`src/rtl/cube_frame_uart_tx.sv`:
```
// Streams one cube frame from a synchronous frame RAM out over 8N1 UART.
// Packet on the line: sync byte, PAYLOAD_BYTES voxel bytes, 8-bit payload sum.
module cube_frame_uart_tx #(
  parameter int unsigned BAUD_DIV      = 434,
  parameter int unsigned PAYLOAD_BYTES = 64,
  parameter logic [7:0]  SYNC_BYTE     = 8'hA5,
  localparam int unsigned AW = (PAYLOAD_BYTES > 1) ? $clog2(PAYLOAD_BYTES) : 1
) (
  input  logic          clk,
  input  logic          reset,
  input  logic          start,
  input  logic          abort,
  output logic [AW-1:0] rd_addr,
  output logic          rd_en,
  input  logic [7:0]    rd_data,
  output logic          txd,
  output logic          busy,
  output logic          done,
  output logic [15:0]   frame_count
);

  localparam int unsigned BW = $clog2(BAUD_DIV);
  localparam int unsigned IW = $clog2(PAYLOAD_BYTES + 1);

  localparam logic [2:0] IDLE   = 3'd0;
  localparam logic [2:0] START  = 3'd1;
  localparam logic [2:0] DATA   = 3'd2;
  localparam logic [2:0] STOP   = 3'd3;
  localparam logic [2:0] NEXT   = 3'd4;
  localparam logic [2:0] FETCH1 = 3'd5;
  localparam logic [2:0] FETCH2 = 3'd6;

  logic [2:0]    state_q, state_d;
  logic [BW-1:0] bit_cnt_q, bit_cnt_d;
  logic [2:0]    bit_idx_q, bit_idx_d;
  logic [7:0]    shreg_q, shreg_d;
  logic [7:0]    csum_q, csum_d;
  logic [IW-1:0] idx_q, idx_d;
  logic          csum_sent_q, csum_sent_d;
  logic [AW-1:0] rd_addr_d;
  logic          rd_en_d, txd_d, busy_d, done_d;
  logic [15:0]   frame_count_d;
  logic          bit_end;

  assign bit_end = (bit_cnt_q == BW'(BAUD_DIV - 1));

  // Next-state and next-output logic; every registered output is computed here.
  always_comb begin
    state_d       = state_q;
    bit_cnt_d     = bit_cnt_q;
    bit_idx_d     = bit_idx_q;
    shreg_d       = shreg_q;
    csum_d        = csum_q;
    idx_d         = idx_q;
    csum_sent_d   = csum_sent_q;
    rd_addr_d     = rd_addr;
    rd_en_d       = 1'b0;
    txd_d         = txd;
    busy_d        = busy;
    done_d        = 1'b0;
    frame_count_d = frame_count;

    case (state_q)
      IDLE: begin
        txd_d = 1'b1;
        if (start) begin
          busy_d      = 1'b1;
          csum_d      = 8'd0;
          idx_d       = '0;
          csum_sent_d = 1'b0;
          shreg_d     = SYNC_BYTE;
          bit_cnt_d   = '0;
          txd_d       = 1'b0;
          state_d     = START;
        end
      end
      START: begin
        if (bit_end) begin
          bit_cnt_d = '0;
          bit_idx_d = 3'd0;
          txd_d     = shreg_q[0];
          state_d   = DATA;
        end else begin
          bit_cnt_d = bit_cnt_q + BW'(1);
        end
      end
      DATA: begin
        if (bit_end) begin
          bit_cnt_d = '0;
          if (bit_idx_q == 3'd7) begin
            txd_d   = 1'b1;
            state_d = STOP;
          end else begin
            bit_idx_d = bit_idx_q + 3'd1;
            shreg_d   = {1'b0, shreg_q[7:1]};
            txd_d     = shreg_q[1];
          end
        end else begin
          bit_cnt_d = bit_cnt_q + BW'(1);
        end
      end
      STOP: begin
        if (bit_end) begin
          bit_cnt_d = '0;
          state_d   = NEXT;
        end else begin
          bit_cnt_d = bit_cnt_q + BW'(1);
        end
      end
      NEXT: begin
        if (abort) begin
          busy_d  = 1'b0;
          state_d = IDLE;
        end else if (idx_q < IW'(PAYLOAD_BYTES)) begin
          rd_en_d   = 1'b1;
          rd_addr_d = idx_q[AW-1:0];
          state_d   = FETCH1;
        end else if (!csum_sent_q) begin
          csum_sent_d = 1'b1;
          shreg_d     = csum_q;
          txd_d       = 1'b0;
          state_d     = START;
        end else begin
          busy_d        = 1'b0;
          done_d        = 1'b1;
          frame_count_d = frame_count + 16'd1;
          state_d       = IDLE;
        end
      end
      FETCH1: state_d = FETCH2;
      FETCH2: begin
        // RAM data is valid now, one cycle after the read strobe.
        shreg_d = rd_data;
        csum_d  = csum_q + rd_data;
        idx_d   = idx_q + IW'(1);
        txd_d   = 1'b0;
        state_d = START;
      end
      default: begin
        busy_d  = 1'b0;
        txd_d   = 1'b1;
        state_d = IDLE;
      end
    endcase
  end

  // State and output registers.
  always_ff @(posedge clk or posedge reset) begin
    if (reset) begin
      state_q     <= IDLE;
      bit_cnt_q   <= '0;
      bit_idx_q   <= 3'd0;
      shreg_q     <= 8'd0;
      csum_q      <= 8'd0;
      idx_q       <= '0;
      csum_sent_q <= 1'b0;
      rd_addr     <= '0;
      rd_en       <= 1'b0;
      txd         <= 1'b1;
      busy        <= 1'b0;
      done        <= 1'b0;
      frame_count <= 16'd0;
    end else begin
      state_q     <= state_d;
      bit_cnt_q   <= bit_cnt_d;
      bit_idx_q   <= bit_idx_d;
      shreg_q     <= shreg_d;
      csum_q      <= csum_d;
      idx_q       <= idx_d;
      csum_sent_q <= csum_sent_d;
      rd_addr     <= rd_addr_d;
      rd_en       <= rd_en_d;
      txd         <= txd_d;
      busy        <= busy_d;
      done        <= done_d;
      frame_count <= frame_count_d;
    end
  end

endmodule

```
`config.mk`:
```
export PLATFORM = sky130hd
export DESIGN_NAME = cube_frame_uart_tx
export DESIGN_NICKNAME = d
export VERILOG_FILES = /design/src/rtl/cube_frame_uart_tx.sv
export SDC_FILE = /design/constraint.sdc
export NUM_CORES = 1
export LEC_CHECK = 0
export CORE_MARGIN = 4
export CORE_UTILIZATION = 40
export CTS_CLUSTER_DIAMETER = 40
export DETAILED_ROUTE_END_ITERATION = 10
export SYNTH_ARGS = -nofsm -noshare
export SYNTH_HDL_FRONTEND = slang
export SYNTH_SLANG_ARGS = --single-unit
export TNS_END_PERCENT = 50
```
`constraint.sdc`:
```
create_clock -name clk -period 2 [get_ports clk]
set_clock_uncertainty 0.05 [all_clocks]
set_input_delay 0.3 -clock clk [delete_from_list [all_inputs] [get_ports clk]]
set_output_delay 0.3 -clock clk [all_outputs]
set_load 0.03 [all_outputs]
```
==> After elaboration in Yosys (flattened, before gate mapping) <==
Index checks and enable logic that the tools add are counted.
{ "word_totals": {"register_bits": 65, "word_cells": 112} }
{ "classes": {"eq_ne": 19, "bitwise_logic": 4, "n_reduce_logical": 19, "n_lt_le_gt_ge": 1, "muxes": 51, "n_addsub": 5} }
{ "ops": {"columns": ["cell", "n"], "rows": [
  ["two-way mux 8 bit", 7],
  ["one-hot mux 8 bit (4 select lines)", 1],
  ["two-way mux 3 bit", 10],
  ["two-way mux 1 bit", 22],
  ["one-hot mux 3 bit (7 select lines)", 1],
  ["two-way mux 9 bit", 2],
  ["inequality test 2 bit, second input constant", 9],
  ["one-hot mux 9 bit (2 select lines)", 1],
  ["adder 16 x 1 -> 16 bit, second input constant", 1],
  ["one-hot mux 8 bit (2 select lines)", 1],
  ["AND reduction 4 bit", 4],
  ["one-hot mux 7 bit (2 select lines)", 1],
  ["== test 3 bit, second input constant", 4],
  ["adder 9 x 1 -> 9 bit, second input constant", 1],
  ["== test 9 bit, second input constant", 1],
  ["adder 8 bit", 1],
  ["nonzero test 2 bit", 4],
  ["adder 7 x 1 -> 7 bit, second input constant", 1],
  ["< comparator 7 bit, second input constant", 1],
  ["two-way mux 7 bit", 1],
  ["AND reduction 7 bit", 1],
  ["== test 3 x 2 -> 1 bit, second input constant", 2],
  ["inequality test 3 bit, second input constant", 2],
  ["one-hot mux 1 bit (6 select lines)", 1],
  ["other kinds (15)", 19]
]} }

==> Depth between registers and ports, before layout <==
{ "logic_depth": {"ltp_word": 4, "mapped_depth": 8, "ltp_nobuf": 7} }

==> Worst setup path before layout <==
OpenSTA, ideal clock, no wires.
{ "synth_path": {"kind": "register to register", "from": "reg bit_cnt_q[1]", "to": "reg shreg_q[0]", "setup_time_ns": 0.125, "n_path_buf": 0, "stages_incl_launch_ff": 8, "period_less_slack_ns": 1.983, "setup_slack_ns": 0.017, "arrival_time_ns": 1.808, "required_time_ns": 1.825, "cell_sequence": "dfrtp_1 > inv_1 > ha_1 > nand4b_1 > nor4_2 > a221oi_1 > a211oi_4 > mux2_2"} }
{ "synth_between": {"elab_chain_cells": 3} }
{ "synth_lines": {"columns": ["item", "line_no", "rtl"], "rows": [
  ["start: declaration", "34", "logic [BW-1:0] bit_cnt_q, bit_cnt_d;"],
  ["start signal: assignment", "165", "bit_cnt_q <= bit_cnt_d;"],
  ["== test 9 bit", "45", "assign bit_end = (bit_cnt_q == BW'(BAUD_DIV - 1));"],
  ["inequality test 2 bit (no source line)", null, null],
  ["AND reduction 7 bit (no source line)", null, null],
  ["end signal: assignment", "167", "shreg_q <= shreg_d;"],
  ["end: declaration", "36", "logic [7:0] shreg_q, shreg_d;"]
]} }
Every way passes these cells.
A chain may end at the register's enable or synchronous reset.

==> Worst setup path in the final report <==
{ "layout_path": {"from": "reg bit_cnt_q[1]", "to": "reg shreg_q[7]"} }
Same word-level chain as after synthesis.

==> results.sh <==
export IMPL_p_int_mw=2.282
export IMPL_combPwrFrac=0.158
export IMPL_worstRegToRegCells=9
export IMPL_rrSetupSlack_ns=-0.07
export IMPL_required_ns=2.17
export IMPL_ir_drop_mv=0.3298
export IMPL_cts_sinks=65
export IMPL_antenna_found_initial=0
export IMPL_groute_usage_overall=0.1599
export IMPL_power_density_nw_per_um2=691.0
export IMPL_portBuffers=37
export IMPL_synth_distinct_cells=50
export IMPL_clockBufferDepth=2
export IMPL_htree_levels=3
export IMPL_utilization=0.5430
export IMPL_cts_hold_fix_buffers=0
export IMPL_fillers=756
export IMPL_worst_pin_slew_ns=0.5127
export IMPL_p_sw_frac=0.2637
export IMPL_hold_viol=0
export IMPL_status="finished with violations"
export IMPL_ant_nets=0
export IMPL_fin_hold_ws_ns=0.2113
export IMPL_worst_setup_path_end_kind="register"
export IMPL_finalSetupTns_ns=-0.4859
export IMPL_grt_max_degree=37
export IMPL_clkSlewWorstSetupHoldPaths_ns=0.08
export IMPL_synthToLayoutAreaGrowth_pct=30.80
export IMPL_design_core_area_sq_um=8258
export IMPL_worstSetupEndpoint="shreg_q[7]"
export IMPL_first_global_vias=2784
export IMPL_crit_path_start_kind="register"
export IMPL_firstDrtPassIters=4
export IMPL_ys_flop_type="dfrtp_1"
export IMPL_max_stage_delay_ns=0.39
export IMPL_synth_area_per_cell_sq_um=10.17
export IMPL_synth_nets=363
export IMPL_hpwl_um=5675
export IMPL_cts_tree="yes"
export IMPL_path_max_fanout=8
export IMPL_r2r_start="bit_cnt_q[1]"
export IMPL_vias_per_cell=5.344
export IMPL_hold_path_class="input pin to async pin"
export IMPL_worstPathArrival_ns=2.24
export IMPL_die_y_um=100.6
export IMPL_vias=2800
export IMPL_grt_pass1_wl_um=13020
export IMPL_drc=0
export IMPL_r2r_end="shreg_q[7]"
export IMPL_initial_core_util=0.4152
export IMPL_pwr_share_clk=0.365
export IMPL_yosysWarnings=0
export IMPL_setup_violations=9
export IMPL_place_ws_ns=-0.3675
export IMPL_drt_wl_total_um=7680
export IMPL_synthCells=337
export IMPL_switchingPower_mw=0.8171
export IMPL_drv_cap=0
export IMPL_period_minus_slack_ns=2.071
export IMPL_path_cells="inv_1 > ha_2 > nand4b_1 > nor4_2 > buf_4 > a221oi_2 > a211oi_4 > buf_12 > mux2_2"
export IMPL_timing_final_crit_share=1.035
export IMPL_clock_fmax_mhz=482.9
export IMPL_critPathKind="register to register"
export IMPL_worst_slack_ns=-0.07078
export IMPL_synth_seq_area_share=0.4748
export IMPL_post_drt_wl_per_cell_um=14.66
export IMPL_diodes=0
export IMPL_drive_above_1_share=0.2220
export IMPL_finalPower_mw=3.099
export IMPL_rsz0062_at_grt="true"
export IMPL_async_flop_share=1.000
export IMPL_synth_edff_count=0
export IMPL_power_leakage_nw=1.998
export IMPL_std_cell_rows=33
export IMPL_cts_buffers=9
export IMPL_synthesis_area_sq_um=3428
export IMPL_power_frac_seq=0.477
export IMPL_drt_initial_drc_count=103
export IMPL_slowest_stage="dfrtp_1"
export IMPL_ys_ff_latch=65
export IMPL_startpoint="bit_cnt_q[1]"
export IMPL_drv_slew=0
export IMPL_gp_congestion=0.7715
export IMPL_ios=38
export IMPL_root_buffer="clkbuf_8"
export IMPL_nets=440
export IMPL_violations="negative setup slack"
export IMPL_die_area_sq_um=10120
export IMPL_die_w_um=100.6
export IMPL_clock_latency_ns=0.34
export IMPL_max_slew_margin=0.6575
export IMPL_grt_overflow=0
[cell usage in the layout, fill, tap and decap left out, drive strengths merged, types with 10 or more instances in the layout]
cell type / n
buf: 43
clkdlybuf4s50: 37
ha: 13
mux2: 18
nand2: 32
clkbuf: 10
o21ai: 29
xnor2: 16
a21oi: 20
xor2: 10
nor2: 27
nand3: 11
dfrtp: 64
[sequential cells by signal, summed over array words and instances (netlist names), 3 cells and up]
signal,flops
idx_q,7
frame_count,16
state_q,3
shreg_q,8
csum_q,8
bit_cnt_q,9
bit_idx_q,3
rd_addr,6
[synthesized netlist by cell type, types with 3 or more instances]
library cell  instances  area share
nand3b_1              3      0.0066
nor2_1               26       0.028
o21ai_0              29       0.042
o211ai_1              3      0.0066
a31oi_1               4      0.0073
and3_1                6       0.011
mux2_2               18       0.059
mux2i_1               5       0.015
a21o_1                4      0.0088
xnor2_1              16       0.041
dfrtp_1              64        0.47
nor3_1                5      0.0073
nand4_1               7       0.013
xor2_1               10       0.026
inv_1                 6      0.0066
clkbuf_1             11       0.012
ha_1                 13       0.047
nand2_1              32       0.035
o22ai_1               3      0.0055
nand3_1              11       0.016
a22o_1                4       0.010
a21oi_1              20       0.029
a211oi_1              3      0.0066
[logic make-up (layout without fill, tap and decap cells)]
group | Yosys count | in the layout | share of synthesized area
simple gates | 105 | 105 | 0.1537
compound gates | 83 | 83 | 0.1526
flops | 65 | 65 | 0.4748
xor+xnor | 26 | 26 | 0.06642
mux | 23 | 23 | 0.07372
buf+inv | 21 | 103 | 0.02554
fa+ha+maj | 14 | 14 | 0.05329
[worst max-delay path: cells and delay by family (launching register included)]
family          cells  cell delay [ns]
compound gates      2             0.28
mux                 1             0.33
flops               1             0.39
simple gates        2             0.30
fa+ha+maj           1             0.17
buf+inv             3             0.42
[cell type report]
class / count / area, sq um / area share
repair buffers: 80 / 755.7 / 0.1685
flip-flops and latches: 65 / 1628 / 0.3630
clock buffers: 10 / 137.6 / 0.03069
clock inverters: 6 / 67.56 / 0.01507
multi-input cells: 251 / 1738 / 0.3876
inverters: 7 / 26.28 / 0.005859
well taps: 105 / 131.4 / 0.02930
[metrics by stage]
step                cell area, sq um  instances
CTS                             4463        523
global route                    4484        524
detailed placement              4247        507
finish                          4484        524
floorplan                       3428        337
global placement                4247        507
[routing by layer]
metal,vias up,GRT usage,part of all wire
li1,1372,-,-
met3,10,0.02837,0.033
met2,49,0.2608,0.48
met4,0,0.06736,0.017
met1,1369,0.2090,0.46
met5,-,0,0
[power by group through the flow]
stage / Clock, mW / Combinational [mW] / Sequential, mW
after floorplan: 0 / 0.225 / 1.52
after global placement: 0 / 0.463 / 1.50
after detailed placement: 0 / 0.476 / 1.50
after CTS: 1.16 / 0.481 / 1.48
after global routing: 1.22 / 0.549 / 1.49
final: 1.13 / 0.491 / 1.48
[worst min-delay path by stage]
stage / from / to / slack, ns / cells past startpoint
finish: reset / frame_count[15] / 0.21 / 2
global route: reset / frame_count[8] / 0.25 / 2
CTS: reset / frame_count[15] / 0.21 / 2
detailed placement: frame_count[15] / frame_count[15] / 0.42 / 1
global placement: frame_count[15] / frame_count[15] / 0.42 / 1
floorplan: idx_q[4] / idx_q[4] / 0.41 / 1
[what timing repair did]
| action | 4_1_cts | 5_1_grt |
|---|---|---|
| setup endpoints to repair | 10 | 24 |
| pin swaps | 1 | 0 |
| setup buffers | 0 | 1 |
| resized for setup | 4 | 5 |
Note: power is estimated with default switching activity, not from simulation.
